<file path="src/rtl/ram_sp_param_pkg.sv">
// Shared types and helpers for the parametrised single-port RAM.
package ram_pkg;

    // Clear sequencer states.
    typedef enum logic {
        ST_IDLE  = 1'b0,
        ST_CLEAR = 1'b1
    } state_t;

    // Write-through mode selectors for the WR_THROUGH parameter.
    localparam int WT_OFF = 0;
    localparam int WT_ON  = 1;

    // Number of byte lanes in a data word.
    function automatic int lane_count(input int data_w);
        return data_w / 8;
    endfunction

endpackage

</file>
<file path="src/rtl/ram_sp_param_if.sv">
// Request/response bus of the single-port RAM.
interface ram_sp_param_if
    import ram_pkg::*;
#(
    parameter int DATA_W = 32,
    parameter int ADDR_W = 5
);
    localparam int LANES = lane_count(DATA_W);

    logic              ena;
    logic              wena;
    logic [ADDR_W-1:0] addr;
    logic [DATA_W-1:0] wdata;
    logic [LANES-1:0]  byte_en;
    logic              clr;
    logic [DATA_W-1:0] rdata;
    logic              rvalid;
    logic              busy;

    modport master (
        output ena, wena, addr, wdata, byte_en, clr,
        input  rdata, rvalid, busy
    );

    modport slave (
        input  ena, wena, addr, wdata, byte_en, clr,
        output rdata, rvalid, busy
    );
endinterface

</file>
<file path="src/rtl/ram_sp_param_clr_ctrl.sv">
// Clear sequencer: sweeps INIT_VAL over the whole array after reset or on clr.
module ram_clr_ctrl
    import ram_pkg::*;
#(
    parameter int DEPTH  = 32,
    parameter int ADDR_W = 5
) (
    input  logic              clk,
    input  logic              rst_n,
    input  logic              clr,
    output logic              clr_we,
    output logic [ADDR_W-1:0] clr_addr,
    output logic              busy
);
    localparam logic [ADDR_W-1:0] LAST = ADDR_W'(DEPTH - 1);

    state_t            state;
    logic [ADDR_W-1:0] cnt;

    // Sequencer FSM; clr is only honoured in IDLE, so a sweep is never restarted.
    always_ff @(posedge clk or negedge rst_n) begin
        if (!rst_n) begin
            state <= ST_CLEAR;
            cnt   <= '0;
            busy  <= 1'b1;
        end else begin
            case (state)
                ST_CLEAR: begin
                    if (cnt == LAST) begin
                        state <= ST_IDLE;
                        cnt   <= '0;
                        busy  <= 1'b0;
                    end else begin
                        cnt <= cnt + 1'b1;
                    end
                end
                ST_IDLE: begin
                    if (clr) begin
                        state <= ST_CLEAR;
                        cnt   <= '0;
                        busy  <= 1'b1;
                    end
                end
                default: begin
                    state <= ST_CLEAR;
                    cnt   <= '0;
                    busy  <= 1'b1;
                end
            endcase
        end
    end

    assign clr_we   = (state == ST_CLEAR);
    assign clr_addr = cnt;

endmodule

</file>
<file path="src/rtl/ram_sp_param.sv">
// Parametrised single-port synchronous RAM with byte-lane writes, registered
// read, optional write-through response and a built-in clear sequencer.
module ram_sp_param
    import ram_pkg::*;
#(
    parameter int                DATA_W     = 32,
    parameter int                DEPTH      = 32,
    parameter int                ADDR_W     = 5,
    parameter logic [DATA_W-1:0] INIT_VAL   = '0,
    parameter int                WR_THROUGH = WT_OFF
) (
    input  logic           clk,
    input  logic           rst_n,
    ram_sp_param_if.slave  bus
);
    localparam int              LANES   = lane_count(DATA_W);
    localparam logic [ADDR_W:0] DEPTH_X = (ADDR_W + 1)'(DEPTH);

    logic [DATA_W-1:0] mem [DEPTH];

    logic              clr_we;
    logic [ADDR_W-1:0] clr_addr;
    logic              busy;
    logic              accept;
    logic              in_range;
    logic [DATA_W-1:0] cur_word;
    logic [DATA_W-1:0] merged;

    // Replace only the enabled byte lanes of the stored word.
    function automatic logic [DATA_W-1:0] merge_bytes(
        input logic [DATA_W-1:0] old_word,
        input logic [DATA_W-1:0] new_word,
        input logic [LANES-1:0]  lanes
    );
        logic [DATA_W-1:0] res;
        res = old_word;
        for (int i = 0; i < LANES; i++) begin
            if (lanes[i]) begin
                res[8*i +: 8] = new_word[8*i +: 8];
            end
        end
        return res;
    endfunction

    ram_clr_ctrl #(
        .DEPTH  (DEPTH),
        .ADDR_W (ADDR_W)
    ) u_clr_ctrl (
        .clk      (clk),
        .rst_n    (rst_n),
        .clr      (bus.clr),
        .clr_we   (clr_we),
        .clr_addr (clr_addr),
        .busy     (busy)
    );

    assign bus.busy = busy;

    // Requests are ignored while the sweep owns the array; out-of-range
    // addresses read as zero and never touch the array.
    assign accept   = bus.ena && !busy;
    assign in_range = ({1'b0, bus.addr} < DEPTH_X);
    assign cur_word = in_range ? mem[bus.addr] : '0;
    assign merged   = in_range ? merge_bytes(cur_word, bus.wdata, bus.byte_en) : '0;

    // Array write port: the sweep and user writes never coincide because busy gates requests.
    always_ff @(posedge clk) begin
        if (clr_we) begin
            mem[clr_addr] <= INIT_VAL;
        end else if (accept && bus.wena && in_range) begin
            mem[bus.addr] <= merged;
        end
    end

    // Response register: rvalid is a one-cycle strobe, rdata holds between responses.
    always_ff @(posedge clk or negedge rst_n) begin
        if (!rst_n) begin
            bus.rdata  <= '0;
            bus.rvalid <= 1'b0;
        end else begin
            bus.rvalid <= 1'b0;
            if (accept) begin
                if (!bus.wena) begin
                    bus.rdata  <= cur_word;
                    bus.rvalid <= 1'b1;
                end else if (WR_THROUGH == WT_ON) begin
                    bus.rdata  <= merged;
                    bus.rvalid <= 1'b1;
                end
            end
        end
    end

endmodule

</file>
<file path="src/flat_wrapper.sv">
// flat-port wrapper written by rule: the top's interface ports become plain ports
module ram_sp_param_flat import ram_pkg::*;
#(
    parameter int                DATA_W     = 32,
    parameter int                DEPTH      = 32,
    parameter int                ADDR_W     = 5,
    parameter logic [DATA_W-1:0] INIT_VAL   = '0,
    parameter int                WR_THROUGH = WT_OFF
)
  (clk, rst_n, bus_ena, bus_wena, bus_addr, bus_wdata, bus_byte_en, bus_clr, bus_rdata, bus_rvalid, bus_busy);
  ram_sp_param_if #(.DATA_W(DATA_W), .ADDR_W(ADDR_W)) bus_i ();
  input  logic clk;
  input  logic rst_n;
  input wire logic [$bits(bus_i.ena)-1:0] bus_ena;
  input wire logic [$bits(bus_i.wena)-1:0] bus_wena;
  input wire logic [$bits(bus_i.addr)-1:0] bus_addr;
  input wire logic [$bits(bus_i.wdata)-1:0] bus_wdata;
  input wire logic [$bits(bus_i.byte_en)-1:0] bus_byte_en;
  input wire logic [$bits(bus_i.clr)-1:0] bus_clr;
  output wire logic [$bits(bus_i.rdata)-1:0] bus_rdata;
  output wire logic [$bits(bus_i.rvalid)-1:0] bus_rvalid;
  output wire logic [$bits(bus_i.busy)-1:0] bus_busy;
  assign bus_i.ena = bus_ena;
  assign bus_i.wena = bus_wena;
  assign bus_i.addr = bus_addr;
  assign bus_i.wdata = bus_wdata;
  assign bus_i.byte_en = bus_byte_en;
  assign bus_i.clr = bus_clr;
  assign bus_rdata = bus_i.rdata;
  assign bus_rvalid = bus_i.rvalid;
  assign bus_busy = bus_i.busy;
  ram_sp_param #(.DATA_W(DATA_W), .DEPTH(DEPTH), .ADDR_W(ADDR_W), .INIT_VAL(INIT_VAL), .WR_THROUGH(WR_THROUGH)) u_core (.clk(clk), .rst_n(rst_n), .bus(bus_i));
endmodule
</file>
<file path="config.mk">
export PLATFORM = sky130hd
export DESIGN_NAME = ram_sp_param_flat
export DESIGN_NICKNAME = d
export VERILOG_FILES = /design/src/rtl/ram_sp_param_pkg.sv /design/src/rtl/ram_sp_param_if.sv /design/src/rtl/ram_sp_param_clr_ctrl.sv /design/src/rtl/ram_sp_param.sv /design/src/flat_wrapper.sv
export SDC_FILE = /design/constraint.sdc
export NUM_CORES = 1
export LEC_CHECK = 0
export CORE_MARGIN = 2
export CORE_UTILIZATION = 55
export DETAILED_ROUTE_END_ITERATION = 8
export PLACE_DENSITY = 0.82
export SYNTH_ARGS = -nofsm -noshare
export SYNTH_HDL_FRONTEND = slang
export SYNTH_SLANG_ARGS = --single-unit
</file>
<file path="constraint.sdc">
create_clock -name clk -period 7.3 [get_ports clk]
set_clock_uncertainty 0.15 [all_clocks]
set_input_delay 1.46 -clock clk [delete_from_list [all_inputs] [get_ports clk]]
set_output_delay 1.46 -clock clk [all_outputs]
set_load 0.02 [all_outputs]
</file>
Yosys cells after proc, flatten, opt, wreduce, memory -nomap -nowiden. Memories as Yosys holds them, arrays and structs flattened. Cells that the tools add are included.

Register bits: 40. RAM bits: 1024. Input bits: 46. Output and inout port bits: 34. Word-level logic and storage cells: 41. Memories: 1.

$add $sub $neg: 1. Equality and inequality tests: 3. Mux-type cells: 23. Bitwise gates (word level): 2. Reduce and logical (&&, ||, !) cells: 6.

Memory list: u_core.mem (depth 32, bits a word 32, read ports 1, clocked after memory_dff 0, write ports 1, line ram_sp_param.sv:19) `logic [DATA_W-1:0] mem [DEPTH];`.

Operators with widths (count): 32-bit two-way mux (1); 8-bit two-way mux (4); 32-bit OR reduction (1); 5-bit two-way mux (3); 1-bit two-way mux (12); 5-bit one-hot mux with 2 select lines (1); 5-bit by 1-bit adder with 5-bit output (second input constant) (1); 5-bit equality test (second input constant) (1); 1-bit one-hot mux with 2 select lines (2); 2-bit AND reduction (2); 1-bit logical AND (2); 2-bit by 1-bit != test with 1-bit output (second input constant) (1); 2-bit != test (second input constant) (1); 1-bit NOT (2); 1-bit logical NOT (1).

Depth between registers and ports, before layout.
Depth in word-level cells: 8. Gate-level depth with buffers: 8. Gate-level depth less buffers: 7.

Modules after synthesis. Synthesis repeated with hierarchy kept, for this count alone.

Cell total of the unflattened synthesis: 2320. Area, all modules: 42062.8 um^2.

By module, submodules not included: ram_sp_param (times used 1, cells an instance 2290, area each 41727.5 um^2, sequential area each 31575.3 um^2); ram_clr_ctrl (times used 1, cells an instance 30, area each 335.3 um^2, sequential area each 177.7 um^2).

Worst setup path before layout. No wires, ideal clock.

Kind: input to register. Start point: input bus_ena. End point: memory u_core.mem[31][0] (enable). Library setup time: 0.421 ns. Arrival time: 3.920 ns. Data required time: 6.729 ns. Path slack: 2.809 ns. Stages on the path: 5. Path buffers: 1. Path through: nor4bb_1 > buf_2 > nand3_1 > o21a_1 > nor2_1.

Word-level cells in the longest chain between the ends: 7. Elaborated cells on any way between the ends: 8. Those cells by class: mux: 5; reduce/logical: 3.

RTL lines: start, declared (line flat_wrapper.sv:14) `input wire logic [$bits(bus_i.ena)-1:0] bus_ena;`; 1-bit logical AND (*) (line ram_sp_param.sv:61) `assign accept = bus.ena && !busy;`; 1-bit logical AND (*) (line ram_sp_param.sv:70) `end else if (accept && bus.wena && in_range) begin`; 1-bit two-way mux (*) (line ram_sp_param.sv:70); 1-bit two-way mux (*) (line ram_sp_param.sv:68) `if (clr_we) begin`; 1-bit two-way mux (not written as such) (*) (line ram_sp_param.sv:71) `mem[bus.addr] <= merged;`; 32-bit OR reduction (no source line); 5-bit two-way mux (no source line) or 1-bit two-way mux (tied branches); end, declared (line ram_sp_param.sv:19).

Every way passes the cells marked *; elsewhere a longest branch is shown, timed or not.

Worst setup path after layout.
Start point: input bus_addr[2]. End point: memory u_core.mem[8][3], data pin.

Word-level cells in the longest chain between the ends: 3.

RTL lines: start, declared (line flat_wrapper.sv:16) `input wire logic [$bits(bus_i.addr)-1:0] bus_addr;`; memory 32 x 32 bit; 8-bit two-way mux (line ram_sp_param.sv:38) `if (lanes[i]) begin`; 32-bit two-way mux (no source line).

No other way between the ends.

==> flow_summary.toml <==
[sta]
slew_viol_final = 0
hold_viol = 0
setup_ws_ns = 2.05
fin_crit_ns = 5.25
final.setup.tns_ns = 0
fmax_ghz = 0.191
setup_viol = 0
worst_pin_slew_ns = 1.19
fin_crit_sh_pct = 71.9
rsz0062_at_grt = "false"
relSlewSlack_pct = 20.7

[setup_path]
timing.rr.start = "u_core.u_clr_ctrl.clr_we"
critPathKind = "input pin to flop"
required_ns = 7.46
cp_slowest_stage_delay_ns = 0.91
crit_family = "compound AO/OA/AOI/OAI gates"
crit_arrival_ns = 5.41
slowest_stage = "o211a_1"
cp-start-kind = "input pin"
worst-path-buf-inv = 2
r2r_cells = 6
reg2reg_to = "u_core.mem[3][5]"
endpoint_kind = "flop"
rrSetupSlack_ns = 3.46
crit_chain = "clkdlybuf4s50_1 -> and2_4 -> buf_4 -> a22oi_1 -> a21oi_1 -> nor4_2 -> o211a_1"
worstPathMaxFanout = 74

[clock_tree]
clk_pin_slew_worst_paths_ns = 0.06
cts_buffers = 100
cts.sinks = 1064
cts_hold_buf = 0
post_cts_resized = 0
cts_tree = "yes"
cts_root_buffer = "clkbuf_16"
post_cts.repair.setup_buffers = 0
ctsHtreeMaxLevel = 3
cts_max_path_buffers = 3
insertion_delay_ns = 0.67

[pwr]
peakVddDrop_mv = 0.187
finalPower_mw = 14.8
power.density_nw_per_um2 = 312
leakagePower_nw = 17.4

[placement]
io_buffers = 79
pre_cts_slack_ns = 1.54
place.gp.congestion = 0.825
dpl_cell_area_um2 = 44200
hpwl_um = 56400

[worst_hold_path]
whs_endpoint = "u_core.bus.rdata[16]"
hold_depth = 1
hp-class = "flop to flop"
min_from = "u_core.bus.rdata[16]"

[final_layout]
area_growth_pct = 13.0
num_antenna_cells = 0
postLayoutCellArea_um2 = 47500
fill_cells = 4975
nets = 2488
fin_util_pct = 62.7
drive_gt1_share_pct = 13.2

[yosys]
ys_seq_elements = 1064
synth_cell_type_count = 36
avgSynthCellArea_um2 = 18.0
netlist_area_um2 = 42100
yosysWarnings = 0
synthCells = 2337
seq_area_frac_synth_pct = 75.5
syn_nets = 2385

[global_route]
grtUsageTotal_pct = 27.6
grt_max_degree = 113
antenna_found_initial = 0
gr-total-overflow = 0
grt_pass1_vias = 23594
grt_pass1_wl_um = 157000

[die]
num_io_pins = 80
dieArea_um2 = 78700
die_h_um = 281
num_rows = 101
chipWidth_um = 281
start_util_pct = 55.5
core_um2 = 75800

[status]
status = "finished clean"

[routing]
drt_wl_total_um = 110000
drt-initial-drc-count = 3371
firstDrtPassIters = 5
drcViolationCount = 0
num_vias = 23708
vias_per_cell = 6.77
routedWlPerCell_um = 31.3
drt.antenna.violating_nets = 0

[run]
cap_viol_max_count = 0
[registers in the layout (all words and copies together), names as in the netlist]
register                    cells
u_core.mem                   1024
u_core.bus.rdata               32
u_core.bus.rvalid               1
u_core.u_clr_ctrl.clr_we        1
u_core.u_clr_ctrl.busy          1
u_core.u_clr_ctrl.clr_addr      5
[worst reg2reg max path: stages (launching register included)]
cell	delay, ns
dfstp_2	0.44
nor4bb_4	0.29
buf_4	0.67
nand3_1	0.19
o21a_1	0.42
nor2_4	0.89
buf_4	0.46
[synth_stat cells]
master	instances	area, µm²
o22ai_1	1	6.26
nand2_1	7	26.3
nand3_1	2	10.0
o211a_1	32	320
o21ai_0	6	30.0
and3_1	1	6.26
nand2b_1	39	244
nor3_1	1	5.00
mux2_2	32	360
buf_4	39	293
dfrtp_1	38	951
or2_2	1	6.26
clkbuf_4	1	7.51
buf_2	38	190
dfstp_2	2	52.6
nor4b_1	3	26.3
edfxtp_1	1024	30700
o21a_1	1	7.51
ha_1	2	25.0
a41oi_1	1	8.76
buf_1	13	48.8
nor4bb_1	3	30.0
and2_1	1	6.26
nor4_1	1	6.26
inv_1	5	18.8
nor4_2	32	400
clkbuf_1	44	165
nor2_1	44	165
a31oi_1	4	25.0
a22oi_1	256	1920
buf_6	9	101
o31ai_1	2	15.0
nor3b_1	2	15.0
nor2b_1	4	25.0
mux2i_1	512	5120
a21oi_1	134	671
[how the worst max path moves through the flow]
| stage | cells after the start | slack (ns) | from | end |
|---|---|---|---|---|
| after floorplan | 5 | 2.81 | bus_ena | u_core.mem[31][0] |
| after global placement | 7 | 1.67 | bus_addr[2] | u_core.mem[8][3] |
| after detailed placement | 7 | 1.54 | bus_addr[2] | u_core.mem[8][3] |
| after CTS | 7 | 2.17 | bus_addr[2] | u_core.mem[8][3] |
| after global routing | 7 | 1.97 | bus_addr[2] | u_core.mem[8][3] |
| final | 7 | 2.05 | bus_addr[2] | u_core.mem[8][3] |
[cell families after synthesis]
| family | count (synthesis) | share of synthesized area [%] |
|---|---|---|
| multiplexers | 544 | 13.0 |
| AO/OA/AOI/OAI | 437 | 7.14 |
| buffers and inverters | 149 | 1.96 |
| adder cells (fa/ha/maj) | 2 | 0.0595 |
| flip-flops | 1064 | 75.5 |
| AND/OR/NAND/NOR | 141 | 2.31 |
[per-stage QoR]
stage | hold slack [ns] | std cells
floorplan | 0.371 | 2337
global placement | 0.340 | 3316
detailed placement | 0.344 | 3316
CTS | 0.357 | 3503
global route | 0.374 | 3503
finish | 0.363 | 3503
[cell usage in the layout (no fill, tap or decap), types with 3 or more instances in the layout]
master,instances
edfxtp_1,1024
mux2i_1,512
a22oi_1,256
a21oi_1,132
clkbuf_16,103
clkdlybuf4s50_1,77
buf_4,60
dfrtp_1,38
nand2b_1,37
nor2_4,33
nor4_2,32
o211a_1,32
mux2_2,32
clkinv_2,25
clkinv_1,19
bufinv_16,14
clkbuf_1,14
nor2_1,11
nand2_1,6
o21ai_0,6
buf_12,6
inv_1,5
clkinvlp_4,4
nor4b_1,3
a31oi_1,3
clkinv_4,3
[area by class of cell]
class / count / area, µm² / area share (%)
Multi-Input combinational cell: 1124 / 9790 / 20.6
Tap cell: 978 / 1220 / 2.57
Sequential cell: 1064 / 31800 / 66.8
Clock inverter: 68 / 726 / 1.53
Inverter: 5 / 18.8 / 0.0395
Clock buffer: 119 / 2660 / 5.59
Timing Repair Buffer: 145 / 1360 / 2.86
[report_power, final]
| part | internal, mW | switching [mW] | leakage [nW] |
|---|---|---|---|
| Clock | 3.10 | 2.24 | 1.66 |
| Combinational | 0.610 | 1.33 | 5.23 |
| Sequential | 7.30 | 0.241 | 10.5 |
| Total | 11.0 | 3.81 | 17.4 |
[routing by layer]
| layer | vias up | wire [µm] | track usage (%) |
|---|---|---|---|
| met5 | - | 0 | 0 |
| met2 | 1784 | 53000 | 45.3 |
| met3 | 364 | 11900 | 4.77 |
| met1 | 11933 | 38900 | 35.6 |
| met4 | 0 | 5900 | 14.3 |
| li1 | 9627 | - | - |
(Power assumes the default switching activity.)
